==> config.mk <==
export PLATFORM = sky130hd
export DESIGN_NAME = hazard_ctrl
export DESIGN_NICKNAME = d
export VERILOG_FILES = /design/src/rtl/hazard_ctrl.sv
export SDC_FILE = /design/constraint.sdc
export NUM_CORES = 1
export LEC_CHECK = 0
export BUFFER_PORTS_ARGS = -buffer_cell sky130_fd_sc_hd__clkbuf_2
export CORE_MARGIN = 1
export CORE_UTILIZATION = 39
export DETAILED_ROUTE_END_ITERATION = 6
export PLACE_DENSITY = 0.85
export SYNTH_ARGS = -nofsm -noshare
export SYNTH_HDL_FRONTEND = slang
export SYNTH_SLANG_ARGS = --single-unit
==> constraint.sdc <==
create_clock -name clk -period 2.75 [get_ports clk]
set_input_delay 0.275 -clock clk [delete_from_list [all_inputs] [get_ports clk]]
set_output_delay 0.275 -clock clk [all_outputs]
set_load 0.02 [all_outputs]
==> src/rtl/hazard_ctrl.sv <==
`default_nettype none
// +--------------------------------------------------------------------------+
// | hazard_ctrl: hazard/stall controller for the 5-stage ARM pipeline.       |
// | Forwarding, load-use stalls, multi-cycle multiply sequencing, perf       |
// | counters (optional, enabled by HAZARD_PERF_CNT_EN).                      |
// | Revision: 1.0                                                            |
// +--------------------------------------------------------------------------+
module hazard_ctrl #(
    parameter int MUL_CYCLES = 4
) (
    input  logic        clk,
    input  logic        reset,
    input  logic [3:0]  RA1D,
    input  logic [3:0]  RA2D,
    input  logic [3:0]  RA1E,
    input  logic [3:0]  RA2E,
    input  logic [3:0]  WA3E,
    input  logic [3:0]  WA3M,
    input  logic [3:0]  WA3W,
    input  logic        RegWriteM,
    input  logic        RegWriteW,
    input  logic        MemtoRegE,
    input  logic        MulStartE,
    input  logic        BranchTakenE,
    input  logic        PCWrPendingF,
    input  logic        PCSrcW,
    output logic [1:0]  ForwardAE,
    output logic [1:0]  ForwardBE,
    output logic        StallF,
    output logic        StallD,
    output logic        StallE,
    output logic        FlushD,
    output logic        FlushE,
    output logic        FlushM,
    output logic        MulBusy,
    output logic [15:0] LdStallCnt,
    output logic [15:0] BrFlushCnt,
    output logic [15:0] MulStallCnt
);

    typedef enum logic [0:0] {
        S_IDLE = 1'b0,
        S_BUSY = 1'b1
    } state_t;

    localparam logic [3:0] c_cnt_init = 4'(MUL_CYCLES - 2);

    state_t     r_state;
    logic [3:0] r_cnt;

    logic w_lwstall;
    logic w_lw_eff;
    logic w_mul_start;
    logic w_mulstall;

    // M-stage result is younger than W, so it wins; r15 is the PC and never forwarded.
    function automatic logic [1:0] fwd_sel(
        input logic [3:0] ra,
        input logic       we_m,
        input logic [3:0] wa_m,
        input logic       we_w,
        input logic [3:0] wa_w
    );
        if (we_m && (ra == wa_m) && (ra != 4'd15))
            return 2'b10;
        else if (we_w && (ra == wa_w) && (ra != 4'd15))
            return 2'b01;
        else
            return 2'b00;
    endfunction

    always_comb begin
        w_lwstall   = MemtoRegE & ((RA1D == WA3E) | (RA2D == WA3E));
        w_mul_start = (r_state == S_IDLE) & MulStartE & ~BranchTakenE;
        w_mulstall  = ~reset & (w_mul_start | ((r_state == S_BUSY) & (r_cnt != 4'd0)));
        // A taken branch squashes the dependent instruction, so no load-use stall.
        w_lw_eff    = ~reset & w_lwstall & ~BranchTakenE;

        ForwardAE = reset ? 2'b00 : fwd_sel(RA1E, RegWriteM, WA3M, RegWriteW, WA3W);
        ForwardBE = reset ? 2'b00 : fwd_sel(RA2E, RegWriteM, WA3M, RegWriteW, WA3W);

        StallF  = w_lw_eff | w_mulstall | (~reset & PCWrPendingF);
        StallD  = w_lw_eff | w_mulstall;
        StallE  = w_mulstall;
        FlushD  = ~reset & (BranchTakenE | PCWrPendingF | PCSrcW);
        FlushE  = (~reset & BranchTakenE) | (w_lw_eff & ~w_mulstall);
        FlushM  = w_mulstall;
        MulBusy = ~reset & (r_state == S_BUSY);
    end

    always_ff @(posedge clk) begin
        if (reset) begin
            r_state <= S_IDLE;
            r_cnt   <= 4'd0;
        end else begin
            case (r_state)
                S_IDLE: begin
                    if (w_mul_start) begin
                        r_state <= S_BUSY;
                        r_cnt   <= c_cnt_init;
                    end
                end
                S_BUSY: begin
                    if (r_cnt != 4'd0)
                        r_cnt <= r_cnt - 4'd1;
                    else
                        r_state <= S_IDLE;
                end
                default: begin
                    r_state <= S_IDLE;
                    r_cnt   <= 4'd0;
                end
            endcase
        end
    end

`ifdef HAZARD_PERF_CNT_EN
    logic [15:0] r_ld_cnt;
    logic [15:0] r_br_cnt;
    logic [15:0] r_mul_cnt;

    always_ff @(posedge clk) begin
        if (reset) begin
            r_ld_cnt  <= 16'h0000;
            r_br_cnt  <= 16'h0000;
            r_mul_cnt <= 16'h0000;
        end else begin
            if (w_lw_eff && (r_ld_cnt != 16'hFFFF))
                r_ld_cnt <= r_ld_cnt + 16'd1;
            if (BranchTakenE && (r_br_cnt != 16'hFFFF))
                r_br_cnt <= r_br_cnt + 16'd1;
            if (w_mulstall && (r_mul_cnt != 16'hFFFF))
                r_mul_cnt <= r_mul_cnt + 16'd1;
        end
    end

    assign LdStallCnt  = r_ld_cnt;
    assign BrFlushCnt  = r_br_cnt;
    assign MulStallCnt = r_mul_cnt;
`else
    assign LdStallCnt  = 16'h0000;
    assign BrFlushCnt  = 16'h0000;
    assign MulStallCnt = 16'h0000;
`endif

endmodule
`default_nettype wire
==> impl_metrics.csv, run 1 <==
group,metric,value,unit
floorplan,start_util,43.1,%
layout,syn_to_final_growth,9.64,%
layout,diodes,0,
synth,synth_warnings,0,
min_path,hold_depth,2,
worst_setup_path,critPathSlowestCell,"dfxtp_1",
synth,synth_cells,135,
routing,final_antenna_net_count,0,
global_route,grt_pass1_wl,2.72,mm
worst_setup_path,r2r-start,"r_cnt[0]$_SDFFE_PP0P_",
worst_setup_path,crit_buf_inv,2,
floorplan,dieHeight,52.6,um
sta,setup_tns,0,ns
floorplan,io_pins,96,
sta,fin_crit_sh,71.0,%
synth,syn_area_per_cell,7.41,um^2
global_route,grt_max_degree,16,
synth,synth_flop_cell,"dfxtp_1",
synth,ys_ff_latch,5,
sta,setup_violations,0,
global_route,grt_pass1_vias,708,
sta,fin_skew,0.00185,ns
floorplan,die_x,52.6,um
worst_setup_path,arrival,1.68,ns
worst_setup_path,r2r_end,"r_cnt[1]$_SDFFE_PP0P_",
cts,clock_latency,0.24,ns
worst_setup_path,slowest_delay,0.31,ns
floorplan,coreArea,2320,um^2
power,p_leak,0.593,nW
sta,worst_slack,0.797,ns
cts,cts_setup_buffers,0,
routing,vias,904,
worst_setup_path,r2r_cells,4,
cts,path_clk_slew,0.04,ns
floorplan,dieArea,2770,um^2
power,p_per_area,332,nW/um^2
routing,drtIter0Drc,5,
routing,route.detailed.drc,0,
cts,numCtsBuffers,3,
min_path,hp-start,"reset",
job,cap_violations,0,
routing,routed_wl,1.94,mm
power,vdd_ir_drop_max,199,uV
global_route,grt_remaining_overflow,0,
worst_setup_path,endpoint_kind,"output port",
cts,clockBufferDepth,2,
worst_setup_path,cp_cell_sequence,"inv_1, ha_1, nand4bb_1, o21a_1, o32ai_1, clkbuf_2",
layout,final_layout_size_suffix_gt1_share,28.0,%
floorplan,row_count,17,
power,power,0.364,mW
sta,fmax,512,MHz
worst_setup_path,ff2ff_setup_slack,1.31,ns
cts,cts_root_buffer,"clkbuf_4",
global_route,antenna_found_initial,0,
placement,hpwl,1.69,mm
placement,pre_cts_ws,1.05,ns
min_path,hp-class,"input pin to flop",
cts,htree_num_levels,1,
sta,rsz0062_at_grt,"no",
placement,gp_congestion,0.720,
cts,cts_tree,"built",
worst_setup_path,crit_start,"r_cnt[0]$_SDFFE_PP0P_",
worst_setup_path,crit_family,"compound AO/OA/AOI/OAI gates",
synth,async_flop_share,0,%
synth,ys_seq_area_share,10.0,%
placement,port_buffers,47,
outcome,status,"finished, final reports clean",
worst_setup_path,path_class,"flop to output port",
worst_setup_path,critPathMaxFanout,4,
sta,fin_crit,1.95,ns
sta,final_hold_viol_count,0,
worst_setup_path,required,2.48,ns
layout,fin_util,47.3,%
cts,cts_resized,0,
sta,slew_viol_final,0,
sta,holdWs,0.391,ns
layout,nFillCells,261,
cts,holdBufCountCts,0,
synth,yosysUniqueCellTypes,34,
routing,wire_per_inst,9.24,um
cts,clock_sinks,5,
worst_setup_path,start_kind,"flop",
min_path,whs_endpoint,"r_cnt[2]$_SDFFE_PP0P_",
synth,synth_edf_count,0,
routing,vias_per_cell,4.30,
global_route,grtUsageTotal,13.0,%
layout,nets,221,
routing,drt-pass1-iter-count,3,
synth,syn_area,1000,um^2
layout make-up:
class | count | area (um^2) | area share (%)
Clock buffer | 4 | 26.3 | 2.40
Inverter | 4 | 15.0 | 1.37
Multi-Input combinational cell | 122 | 684 | 62.4
Sequential cell | 5 | 100 | 9.13
Tap cell | 28 | 35.0 | 3.20
Timing Repair Buffer | 47 | 235 | 21.5
per-stage QoR:
stage / cells / instance area, um^2
6_report: 210 / 1100
5_1_grt: 210 / 1100
4_1_cts: 210 / 1100
3_5_place_dp: 206 / 1070
3_3_place_gp: 206 / 1070
2_1_floorplan: 182 / 1180
metal layers:
layer  GRT usage, %  part of all wire, %  wire [um]  vias up
met3           3.19                  9.0        175        0
met4           3.95                    0          0        0
met2           26.2                   53       1040       50
met1           12.5                   38        730      399
li1               -                    -          -      455
met5              0                    0          0        -
registers in the layout, indices dropped and copies added (netlist names):
register and flops:
r_state 1, r_cnt 4
how the worst max path moves through the flow:
stage	end	slack, ns	depth (start not counted)
after floorplan	FlushE	1.01	5
after global placement	StallD	1.08	6
after detailed placement	StallD	1.05	6
after CTS	FlushE	0.79	6
after global routing	FlushE	0.68	6
final	FlushE	0.80	6
kinds of logic after synthesis:
| group | count (synthesis) | synth area share (%) |
|---|---|---|
| compound gates | 18 | 12.8 |
| xor+xnor | 21 | 18.4 |
| fa+ha+maj | 1 | 1.25 |
| buf+inv | 55 | 39.2 |
| flops | 5 | 10.0 |
| mux | 1 | 1.00 |
| other cells | 1 | 0.375 |
| simple gates | 33 | 17.0 |
synthesized netlist by cell type (2+ instances only):
library cell  count  share of area [%]
a21oi_1           2                1.0
a31oi_1           2                1.3
and3_1            2                1.3
buf_4            49                 37
dfxtp_1           5                 10
inv_1             4                1.5
nand2_1           4                1.5
nand2b_1          2                1.3
nand3_1           5                2.5
nor2_1           11                4.1
nor3_1            2                1.0
nor4_1            3                1.9
o2111ai_1         2                1.8
o21ai_0           2                1.0
o32ai_1           2                1.8
xnor2_1           6                5.3
xor2_1           15                 13
power breakdown:
| group | internal [mW] | leakage (nW) | total [mW] | switching, mW |
|---|---|---|---|---|
| Combinational | 0.0625 | 0.537 | 0.192 | 0.129 |
| Sequential | 0.0791 | 0.0410 | 0.0863 | 0.00716 |
| Clock | 0.0549 | 0.0150 | 0.0859 | 0.0310 |
| Total | 0.196 | 0.593 | 0.364 | 0.167 |
worst register-to-register path: stages (launching register included):
cell	delay [ns]
dfxtp_1	0.31
inv_1	0.07
ha_1	0.21
or3b_2	0.47
a311oi_1	0.28
layout by cell type, fill, tap and decap left out, types with 3 or more instances in the layout:
| cell type | count |
|---|---|
| conb_1 | 48 |
| clkbuf_2 | 47 |
| xor2_1 | 15 |
| nor2_1 | 11 |
| xnor2_1 | 6 |
| nand3_1 | 5 |
| dfxtp_1 | 5 |
| inv_1 | 4 |
| nand2_1 | 4 |
| nor4_1 | 3 |
| clkbuf_4 | 3 |
No activity file was read; power rests on OpenSTA's default activity.
==> run 2, diff against run 1 <==
ABC_AREA = 1   (was not set)
PLACE_DENSITY = 0.81   (was 0.85)
clock period = 1.8 ns   (was 2.75 ns; I/O delays follow)
==> impl_metrics.csv, run 2 <==
group,metric,value,unit
min_path,hold_depth,2,
placement,gp_congestion,0.798,
layout,final_common_cell,"nand2_1",
job,cap_violations,0,
worst_setup_path,required,1.62,ns
floorplan,coreArea,2780,um^2
layout,multi_input_area,731,um^2
worst_setup_path,critPathMaxFanout,5,
routing,wire_per_inst,7.48,um
cts,cts_root_buffer,"clkbuf_4",
synth,synth_top_cell_by_area,"buf_4",
placement,hpwl,1.96,mm
min_path,hp-class,"input pin to flop",
cts,cts_resized,0,
worst_setup_path,crit_path_frequent_cell,"nand2_2",
sta,fmax,607,MHz
cts,clockBufferDepth,2,
global_route,grt_pass1_wl,3.46,mm
global_route,grt_max_degree,10,
sta,slew_viol_final,0,
routing,vias,1146,
layout,largest_reg_flops,4,
global_route,grtUsageTotal,13.2,%
power,power.switching,0.286,mW
worst_setup_path,crit_buf_inv,3,
worst_setup_path,crit_family,"simple AND/OR/NAND/NOR gates",
power,clock_power_share,23.0,%
synth,synth_warnings,0,
routing,route.detailed.drc,0,
synth,ys_seq_area_share,8.65,%
routing,drtIter0Drc,37,
layout,final_cell_mix,"62 x nand2_1, 48 x conb_1, 46 x clkbuf_2",
layout,diodes,0,
cts,htree_num_levels,1,
sta,final_hold_viol_count,0,
floorplan,die_x,56.5,um
synth,async_flop_share,0,%
placement,placed_cell_area,1240,um^2
sta,fin_skew,0.00137,ns
power,comb_power_share,55.0,%
synth,yosysMostFrequentCell,"nand2_1",
power,power_frac_seq,22.0,%
layout,syn_to_final_growth,10.3,%
sta,holdWs,0.197,ns
placement,dp_cells,290,
global_route,grt_pass1_vias,911,
layout,final_layout_size_suffix_gt1_share,21.3,%
cts,clock_latency,0.24,ns
worst_setup_path,arrival,1.47,ns
power,vdd_ir_drop_max,358,uV
routing,routed_wl,2.20,mm
sta,setup_tns,0,ns
synth,ys_ff_latch,5,
sta,rsz0062_at_grt,"no",
layout,reg_top3,"r_cnt: 4 flops, r_state: 1 flops",
routing,vias_per_cell,3.90,
worst_setup_path,cp_cell_sequence,"inv_1, ha_2, nand3_2, nand2_2, inv_2, nand2_2, nand3_1, nand2_1, buf_4",
sta,setup_violations,0,
outcome,status,"finished, final reports clean",
power,switching_share,48.6,%
floorplan,io_pins,96,
cts,path_clk_slew,0.05,ns
cts,cts_setup_buffers,0,
layout,layout.cells.non_filler,294,
power,internal_power,0.302,mW
placement,port_buffers,47,
layout,nets,302,
worst_setup_path,path_depth,9,
placement,pre_cts_ws,0.373,ns
cts,numCtsBuffers,3,
global_route,antenna_found_initial,0,
layout,largest-register,"r_cnt",
worst_setup_path,critPathSlowestCell,"dfxtp_1",
worst_setup_path,endpoint_kind,"output port",
worst_setup_path,start_kind,"flop",
floorplan,dieHeight,56.5,um
cts,cts_tree,"built",
sta,fin_crit_sh,91.6,%
layout,nFillCells,309,
synth,syn_area,1160,um^2
routing,final_antenna_net_count,0,
global_route,grt_remaining_overflow,0,
sta,worst_slack,0.152,ns
floorplan,start_util,41.6,%
cts,holdBufCountCts,0,
worst_setup_path,path_class,"flop to output port",
synth,synthTopCellsByCount,"62 x nand2_1, 49 x buf_4, 36 x inv_1, 21 x nor2_1, 8 x a21oi_1",
floorplan,row_count,19,
layout,stdcell_area,1280,um^2
synth,synth_cells,214,
routing,drt-pass1-iter-count,4,
synth,synth_flop_cell,"dfxtp_1",
floorplan,dieArea,3190,um^2
cts,clock_sinks,5,
worst_setup_path,r2r_cells,7,
synth,yosysUniqueCellTypes,19,
synth,synth_top_cell_area_share,31.8,%
layout,regArea,100,um^2
synth,synthTopCellsByArea,"buf_4 32%, nand2_1 20%, inv_1 12%",
worst_setup_path,slowest_delay,0.30,ns
power,p_per_area,461,nW/um^2
sta,fin_crit,1.65,ns
synth,synth_edf_count,0,
power,p_leak,0.891,nW
synth,syn_area_per_cell,5.41,um^2
==> run 2: changes by cell type after synthesis, moves of 6 or more <==
cell	change
nor2_1	+10
a21oi_1	+6
nand2_1	+58
xor2_1	-11
inv_1	+32
==> run 2: metrics by stage <==
step           total power [mW]  utilization, %
5_1_grt                   0.642            45.9
3_5_place_dp              0.447            44.6
4_1_cts                   0.586            45.5
3_3_place_gp              0.443            44.6
6_report                  0.588            45.9
2_1_floorplan             0.439               -
==> run 2: layout make-up <==
type                       instances  area share (%)
tap                               31            3.04
inverter                          38            11.2
multi-input combinational        169            57.3
sequential                         5            7.84
clock buffer                       4            2.06
timing repair buffer              47            18.6
==> run 2: power groups by stage <==
| stage | registers [mW] | logic [mW] | clock network (mW) |
|---|---|---|---|
| 3_5_place_dp | 0.130 | 0.317 | 0 |
| 3_3_place_gp | 0.130 | 0.313 | 0 |
| 4_1_cts | 0.129 | 0.318 | 0.139 |
| 6_report | 0.129 | 0.323 | 0.135 |
| 5_1_grt | 0.130 | 0.362 | 0.150 |
| 2_1_floorplan | 0.129 | 0.310 | 0 |
==> run 2: cells by family (layout without fill, tap and decap cells) <==
| kind of cell | Yosys count | after routing | share of synthesized area [%] |
|---|---|---|---|
| adders and majority gates | 1 | 1 | 1.08 |
| and+or+nand+nor | 100 | 100 | 35.6 |
| other | 1 | 48 | 0.324 |
| DFF | 5 | 5 | 8.65 |
| buffers and inverters | 87 | 89 | 44.1 |
| xor gates and xnor gates | 5 | 5 | 3.78 |
| AOI/OAI and AO/OA | 15 | 15 | 6.49 |
==> run 2: path summary, 6_finish.rpt <==
| kind | to | startpoint | slack [ns] |
|---|---|---|---|
| hold / removal | r_cnt[2]$_SDFFE_PP0P_ | reset | 0.20 |
| setup / recovery | FlushE | r_cnt[0]$_SDFFE_PP0P_ | 0.15 |
| setup reg to reg | r_cnt[1]$_SDFFE_PP0P_ | r_cnt[0]$_SDFFE_PP0P_ | 0.62 |
| hold reg to reg | r_cnt[0]$_SDFFE_PP0P_ | r_cnt[0]$_SDFFE_PP0P_ | 0.51 |
==> run 2: per-layer routing <==
layer | wire length (um) | vias up | global-route usage (%)
li1 | - | 639 | -
met1 | 972 | 459 | 16.4
met2 | 1060 | 48 | 23.5
met3 | 162 | 0 | 3.69
met4 | 0 | 0 | 1.05
met5 | 0 | - | 0
